===== src/rtl/univ_shift_reg_n.sv =====
// -----------------------------------------------------------------------------
// univ_shift_reg_n
//
// Parametrised universal shift register with single-step and counted
// multi-step operation.
//
// A single step applies the selected mode once:
//   000 hold
//   001 logical shift right
//   010 logical shift left
//   011 rotate right
//   100 rotate left
//   101 arithmetic shift right
//   110 parallel load
//   111 hold (reserved)
//
// A counted operation repeats a shift or rotate mode cnt times, with
// busy/done status reported to the controller.
//
// Handshake: a start pulse is accepted only in IDLE. busy is high from
// the accepting edge until the edge that performs the last step. done
// is high for exactly one cycle after that edge. Requests made while
// busy or done is high are dropped rather than queued, so a controller
// must wait for done before issuing its next start.
//
// Ports:
//   clk, rst        rising-edge clock, asynchronous active-high reset
//   en              single-step enable (IDLE only)
//   mode[2:0]       operation select
//   din_r / din_l   serial inputs for right / left shifts
//   pin[WIDTH-1:0]  parallel load data
//   start, cnt      counted-operation request and step count
//   out             register contents
//   sout_r          last bit shifted or rotated out of out[0]
//   sout_l          last bit shifted or rotated out of out[WIDTH-1]
//   busy, done      counted-operation status
//   dbg_state_o     FSM state (IDLE=0, RUN=1, DONE=2) for observation
//
// Parameter constraints:
//   WIDTH >= 2
//   2**CNTW - 1 >= WIDTH, so that a full rotate can be requested
// -----------------------------------------------------------------------------
module univ_shift_reg_n #(
    parameter int WIDTH = 8,
    parameter int CNTW  = 4
) (
    input  logic             clk,
    input  logic             rst,
    input  logic             en,
    input  logic [2:0]       mode,
    input  logic             din_r,
    input  logic             din_l,
    input  logic [WIDTH-1:0] pin,
    input  logic             start,
    input  logic [CNTW-1:0]  cnt,
    output logic [WIDTH-1:0] out,
    output logic             sout_r,
    output logic             sout_l,
    output logic             busy,
    output logic             done,
    output logic [1:0]       dbg_state_o
);

    typedef enum logic [1:0] {
        ST_IDLE = 2'd0,
        ST_RUN  = 2'd1,
        ST_DONE = 2'd2
    } state_t;

    localparam logic [2:0] M_SHR  = 3'b001;
    localparam logic [2:0] M_SHL  = 3'b010;
    localparam logic [2:0] M_ROR  = 3'b011;
    localparam logic [2:0] M_ROL  = 3'b100;
    localparam logic [2:0] M_ASR  = 3'b101;
    localparam logic [2:0] M_LOAD = 3'b110;

    localparam logic [CNTW-1:0] CNT_ONE = CNTW'(1);

    state_t           state_q;
    logic [WIDTH-1:0] data_q;
    logic [WIDTH-1:0] data_d;
    logic             sout_r_q;
    logic             sout_r_d;
    logic             sout_l_q;
    logic             sout_l_d;
    logic             busy_q;
    logic             done_q;
    logic [2:0]       mode_q;
    logic [CNTW-1:0]  rem_q;
    logic [2:0]       step_mode;
    logic             start_counted;

    // While running, the latched mode drives the step; otherwise the live mode does.
    assign step_mode = (state_q == ST_RUN) ? mode_q : mode;

    // Only shift/rotate modes with a nonzero count start a real run.
    // Every other start goes directly to DONE.
    assign start_counted = (mode >= M_SHR) && (mode <= M_ASR) && (cnt != '0);

    // One step of step_mode applied to the current register.
    // Serial outputs change only on steps in their own direction.
    always_comb begin
        data_d   = data_q;
        sout_r_d = sout_r_q;
        sout_l_d = sout_l_q;
        case (step_mode)
            M_SHR: begin
                data_d   = {din_r, data_q[WIDTH-1:1]};
                sout_r_d = data_q[0];
            end
            M_SHL: begin
                data_d   = {data_q[WIDTH-2:0], din_l};
                sout_l_d = data_q[WIDTH-1];
            end
            M_ROR: begin
                data_d   = {data_q[0], data_q[WIDTH-1:1]};
                sout_r_d = data_q[0];
            end
            M_ROL: begin
                data_d   = {data_q[WIDTH-2:0], data_q[WIDTH-1]};
                sout_l_d = data_q[WIDTH-1];
            end
            M_ASR: begin
                data_d   = {data_q[WIDTH-1], data_q[WIDTH-1:1]};
                sout_r_d = data_q[0];
            end
            M_LOAD: begin
                data_d = pin;
            end
            default: begin
                data_d = data_q;
            end
        endcase
    end

    always_ff @(posedge clk or posedge rst) begin
        if (rst) begin
            state_q  <= ST_IDLE;
            data_q   <= '0;
            sout_r_q <= 1'b0;
            sout_l_q <= 1'b0;
            busy_q   <= 1'b0;
            done_q   <= 1'b0;
            mode_q   <= '0;
            rem_q    <= '0;
        end else begin
            case (state_q)
                ST_IDLE: begin
                    if (start) begin
                        if (start_counted) begin
                            // Accepting edge: latch the request, no step yet.
                            mode_q  <= mode;
                            rem_q   <= cnt;
                            busy_q  <= 1'b1;
                            state_q <= ST_RUN;
                        end else begin
                            done_q  <= 1'b1;
                            state_q <= ST_DONE;
                        end
                    end else if (en) begin
                        data_q   <= data_d;
                        sout_r_q <= sout_r_d;
                        sout_l_q <= sout_l_d;
                    end
                end
                ST_RUN: begin
                    data_q   <= data_d;
                    sout_r_q <= sout_r_d;
                    sout_l_q <= sout_l_d;
                    rem_q    <= rem_q - CNT_ONE;
                    if (rem_q == CNT_ONE) begin
                        busy_q  <= 1'b0;
                        done_q  <= 1'b1;
                        state_q <= ST_DONE;
                    end
                end
                ST_DONE: begin
                    done_q  <= 1'b0;
                    state_q <= ST_IDLE;
                end
                default: begin
                    busy_q  <= 1'b0;
                    done_q  <= 1'b0;
                    state_q <= ST_IDLE;
                end
            endcase
        end
    end

    assign out         = data_q;
    assign sout_r      = sout_r_q;
    assign sout_l      = sout_l_q;
    assign busy        = busy_q;
    assign done        = done_q;
    assign dbg_state_o = state_q;

endmodule

===== config.mk =====
export PLATFORM = sky130hd
export DESIGN_NAME = univ_shift_reg_n
export DESIGN_NICKNAME = d
export VERILOG_FILES = /design/src/rtl/univ_shift_reg_n.sv
export SDC_FILE = /design/constraint.sdc
export NUM_CORES = 1
export LEC_CHECK = 0
export CAP_MARGIN = 10
export CELL_PAD_IN_SITES_DETAIL_PLACEMENT = 0
export CELL_PAD_IN_SITES_GLOBAL_PLACEMENT = 1
export CORE_AREA = 2 2 68 70
export DETAILED_ROUTE_END_ITERATION = 8
export DIE_AREA = 0 0 70 72
export HOLD_SLACK_MARGIN = 0.02
export PLACE_DENSITY = 0.77
export SETUP_SLACK_MARGIN = 0.15
export SYNTH_ARGS = -nofsm -noshare
export SYNTH_HDL_FRONTEND = slang
export SYNTH_SLANG_ARGS = --single-unit

===== constraint.sdc =====
create_clock -name clk -period 1.8 [get_ports clk]
set_input_delay 0.27 -clock clk [delete_from_list [all_inputs] [get_ports clk]]
set_output_delay 0.27 -clock clk [all_outputs]
set_load 0.02 [all_outputs]

==> metrics.cfg <==
[outcome]
outcome=finished, violations left
violations=negative setup slack

[cells_and_area]
final-instance-count-excl-fill=248
final-seq-area_um2=531
drive_above_1_share_pct=44.9
num_antenna_cells=0
multi_input_area_um2=958
area_growth_pct=68.2
fill_cells=376
layout.nets=220

[setup_path]
worstPathArrival_ns=1.96
crit_fanout=7
crit_type=reg2reg
critPathMaxStageDelay_ns=0.45
crit_path_start_kind=flip-flop
crit_family=multiplexers
critical_path.endpoint_type=flip-flop
timing.critical_path.buf_inv=2
worst_ep_required_time_ns=1.95
crit_chain=nand2b_4, mux2_4, buf_6, nand2_4, a21oi_4, buf_12, mux2_4
path_common_cell=mux2_4
slowest_stage=dfrtp_2

[floorplanning]
ios=35
die_x_um=70
die_area_mm2=0.00504
core_mm2=0.00426
start_util_pct=31.8
rows=24
die_h_um=72

[logic_synthesis]
synth_area_leaders=dfrtp_1 39%, mux2_2 7.5%, a21oi_1 7.4%
postSynthAreaPerCell_um2=10.7
yosys_most_used_dff=dfrtp_1
syn_area_mm2=0.00136
synth_compound_area_share_pct=19.7
synth_edf_count=0
synth_simple_gate_area_share_pct=9.86
synth_mux_area_share_pct=22.1
synth-xor-area-share_pct=2.58
synthAdderAreaFrac_pct=1.84
synth_nets=150
synth_cells=127
synth_area_leader_cell=dfrtp_1
yosysWarnings=0
netlist.area_leader.share_pct=38.7
ys_ff_latch=21
synth_top_family_by_area=multiplexers
async_flop_share_pct=100
ys_top_cells_by_count=21 x dfrtp_1, 20 x a21oi_1, 9 x mux2_2, 9 x mux2i_1, 8 x nor2_1
synth_most_common_cell=dfrtp_1
synth_cell_types=36
ys_seq_area_share_pct=38.7

[sta]
holdWs_ns=0.329
tightest_slew_ns=0.368
fmax_ghz=0.555
min_period_ns=1.80
worst_slack_ns=-0.00281
fin_tns_setup_ns=-0.00281
rsz0062_at_grt=true
slew_viol_final=0
fin_skew_ns=0.00589
setup_viol=1
finalCritPeriodShare_pct=100
relSlewSlack_pct=74.9
final-hold-violation-count=0

[place]
portBuffers=34
gp_congestion=0.794
placedCellCount=229
pre_cts_slack_ns=-0.438
hpwl_mm=2.67

[power]
vdd_drop_max_mv=0.978
p_sw_mw=1.79
combinationalPowerShare_pct=68.1
p_total_mw=4.30
leakage_nw=1.06
swShare_pct=41.7
power_density_mw_per_mm2=1880
cellInternalPower_mw=2.51
p_seq_share_pct=24.3
p_clk_share_pct=7.6

[flow_run]
cap_violations=0

[clocking]
clock-sinks=21
cts_buffer_depth=2
cts_made_buffers=3
path_clk_slew_ns=0.09
insertion_delay_ns=0.27
root_buffer=clkbuf_8
htree_levels=1
cts_tree=yes
cts_hold_buffers=0

[global_route]
grt_use_total_pct=15.9
grt_pass1_wl_mm=6.40
antenna_found_initial=0
grt_max_degree=22
overflow=0
grt_pass1_vias=1298

[drt]
drt_pass1_iterations=4
wl_mm=3.98
route.detailed.drc=0
avgRoutedWirePerCell_um=16.0
drt_iter0_markers=88
vias=1264
postRouteAntennaNets=0
via_per_inst=5.10

[hold_path]
hold_path_class=in2async

-- flip-flops by register name (all words and copies together) (netlist names) --
name / cells
out: 8
busy: 1
done: 1
rem_q: 4
sout_l: 1
mode_q: 3
dbg_state_o: 2
sout_r: 1
-- power by group through the flow --
stage	Combinational (mW)	Clock, mW	Sequential (mW)
after CTS	2.59	0.341	1.02
after global routing	3.14	0.360	1.08
after floorplan	1.38	0	1.14
final	2.93	0.327	1.05
after detailed placement	2.25	0	1.00
after global placement	2.20	0	0.987
-- final timing paths --
path / startpoint / end / slack [ns] / depth (start not counted)
setup / recovery: dbg_state_o[1]$_DFFE_PP0P_ / out[0]$_DFFE_PP0P_ / -0.003 / 7
hold / removal: rst / out[1]$_DFFE_PP0P_ / 0.33 / 3
setup reg to reg: dbg_state_o[1]$_DFFE_PP0P_ / out[0]$_DFFE_PP0P_ / -0.003 / 7
hold reg to reg: sout_r$_DFFE_PP0P_ / sout_r$_DFFE_PP0P_ / 0.52 / 1
max in group asynchronous: rst / dbg_state_o[0]$_DFFE_PP0P_ / 1.23 / 3
min in group clk: cnt[3] / rem_q[3]$_DFFE_PP0P_ / 0.37 / 3
-- through the flow --
step                      instance area, um2  util (%)
after detailed placement                1920      45.1
after floorplan                         1410         -
after global placement                  1920      45.1
after CTS                               2120      49.7
after global routing                    2280      53.6
final                                   2280      53.6
-- kinds of logic after synthesis --
logic type | Yosys count
mux | 25
xor+xnor | 4
buf+inv | 12
flops | 21
simple gates | 24
fa+ha+maj | 2
compound gates | 39
-- timing repair --
item                                    in CTS  in global routing
setup buffers                               10                  4
gates cloned                                 1                  0
pin swaps                                    5                  6
endpoints found under the setup margin      23                 24
resized for setup                           18                 35
-- cell type report --
type	instances	share of cell area [%]
clock buffers	3	1.81
clock inverters	1	0.329
inverters	6	0.986
multi-input cells	95	42.0
flip-flops and latches	21	23.2
well taps	52	2.85
repair buffers	70	28.8
-- worst min-delay path, delay by kind of cell --
family | cells | cell delay, ns
buffers and inverters | 3 | 0.72
-- routing by layer --
layer / global-route usage (%) / part of all wire (%) / vias up
met5: 0 / 0 / -
met2: 28.7 / 52 / 29
met4: 2.99 / 0.63 / 0
met3: 3.89 / 3.7 / 4
met1: 19.5 / 43 / 623
li1: - / - / 608
-- cells in the final DEF (no fill, tap or decap), types with 2 or more instances in the layout --
cell type and instances:
mux2_4 15, dlymetal6s2s_1 8, o31a_1 2, buf_4 30, xor2_1 4, o22ai_2 4
clkdlybuf4s50_1 22, dfrtp_2 4, nor2_1 6, nand2_4 2, o22ai_1 2, a21oi_1 16
clkbuf_8 3, dlygate4sd2_1 3, nand2_1 3, dfrtp_1 17, mux2i_1 7, mux2i_4 2
nor4bb_1 2, inv_1 6, a21oi_2 4, buf_6 5, a31o_2 2, nor3_2 2
ha_1 2
No activity file was read; power rests on OpenSTA's default activity.
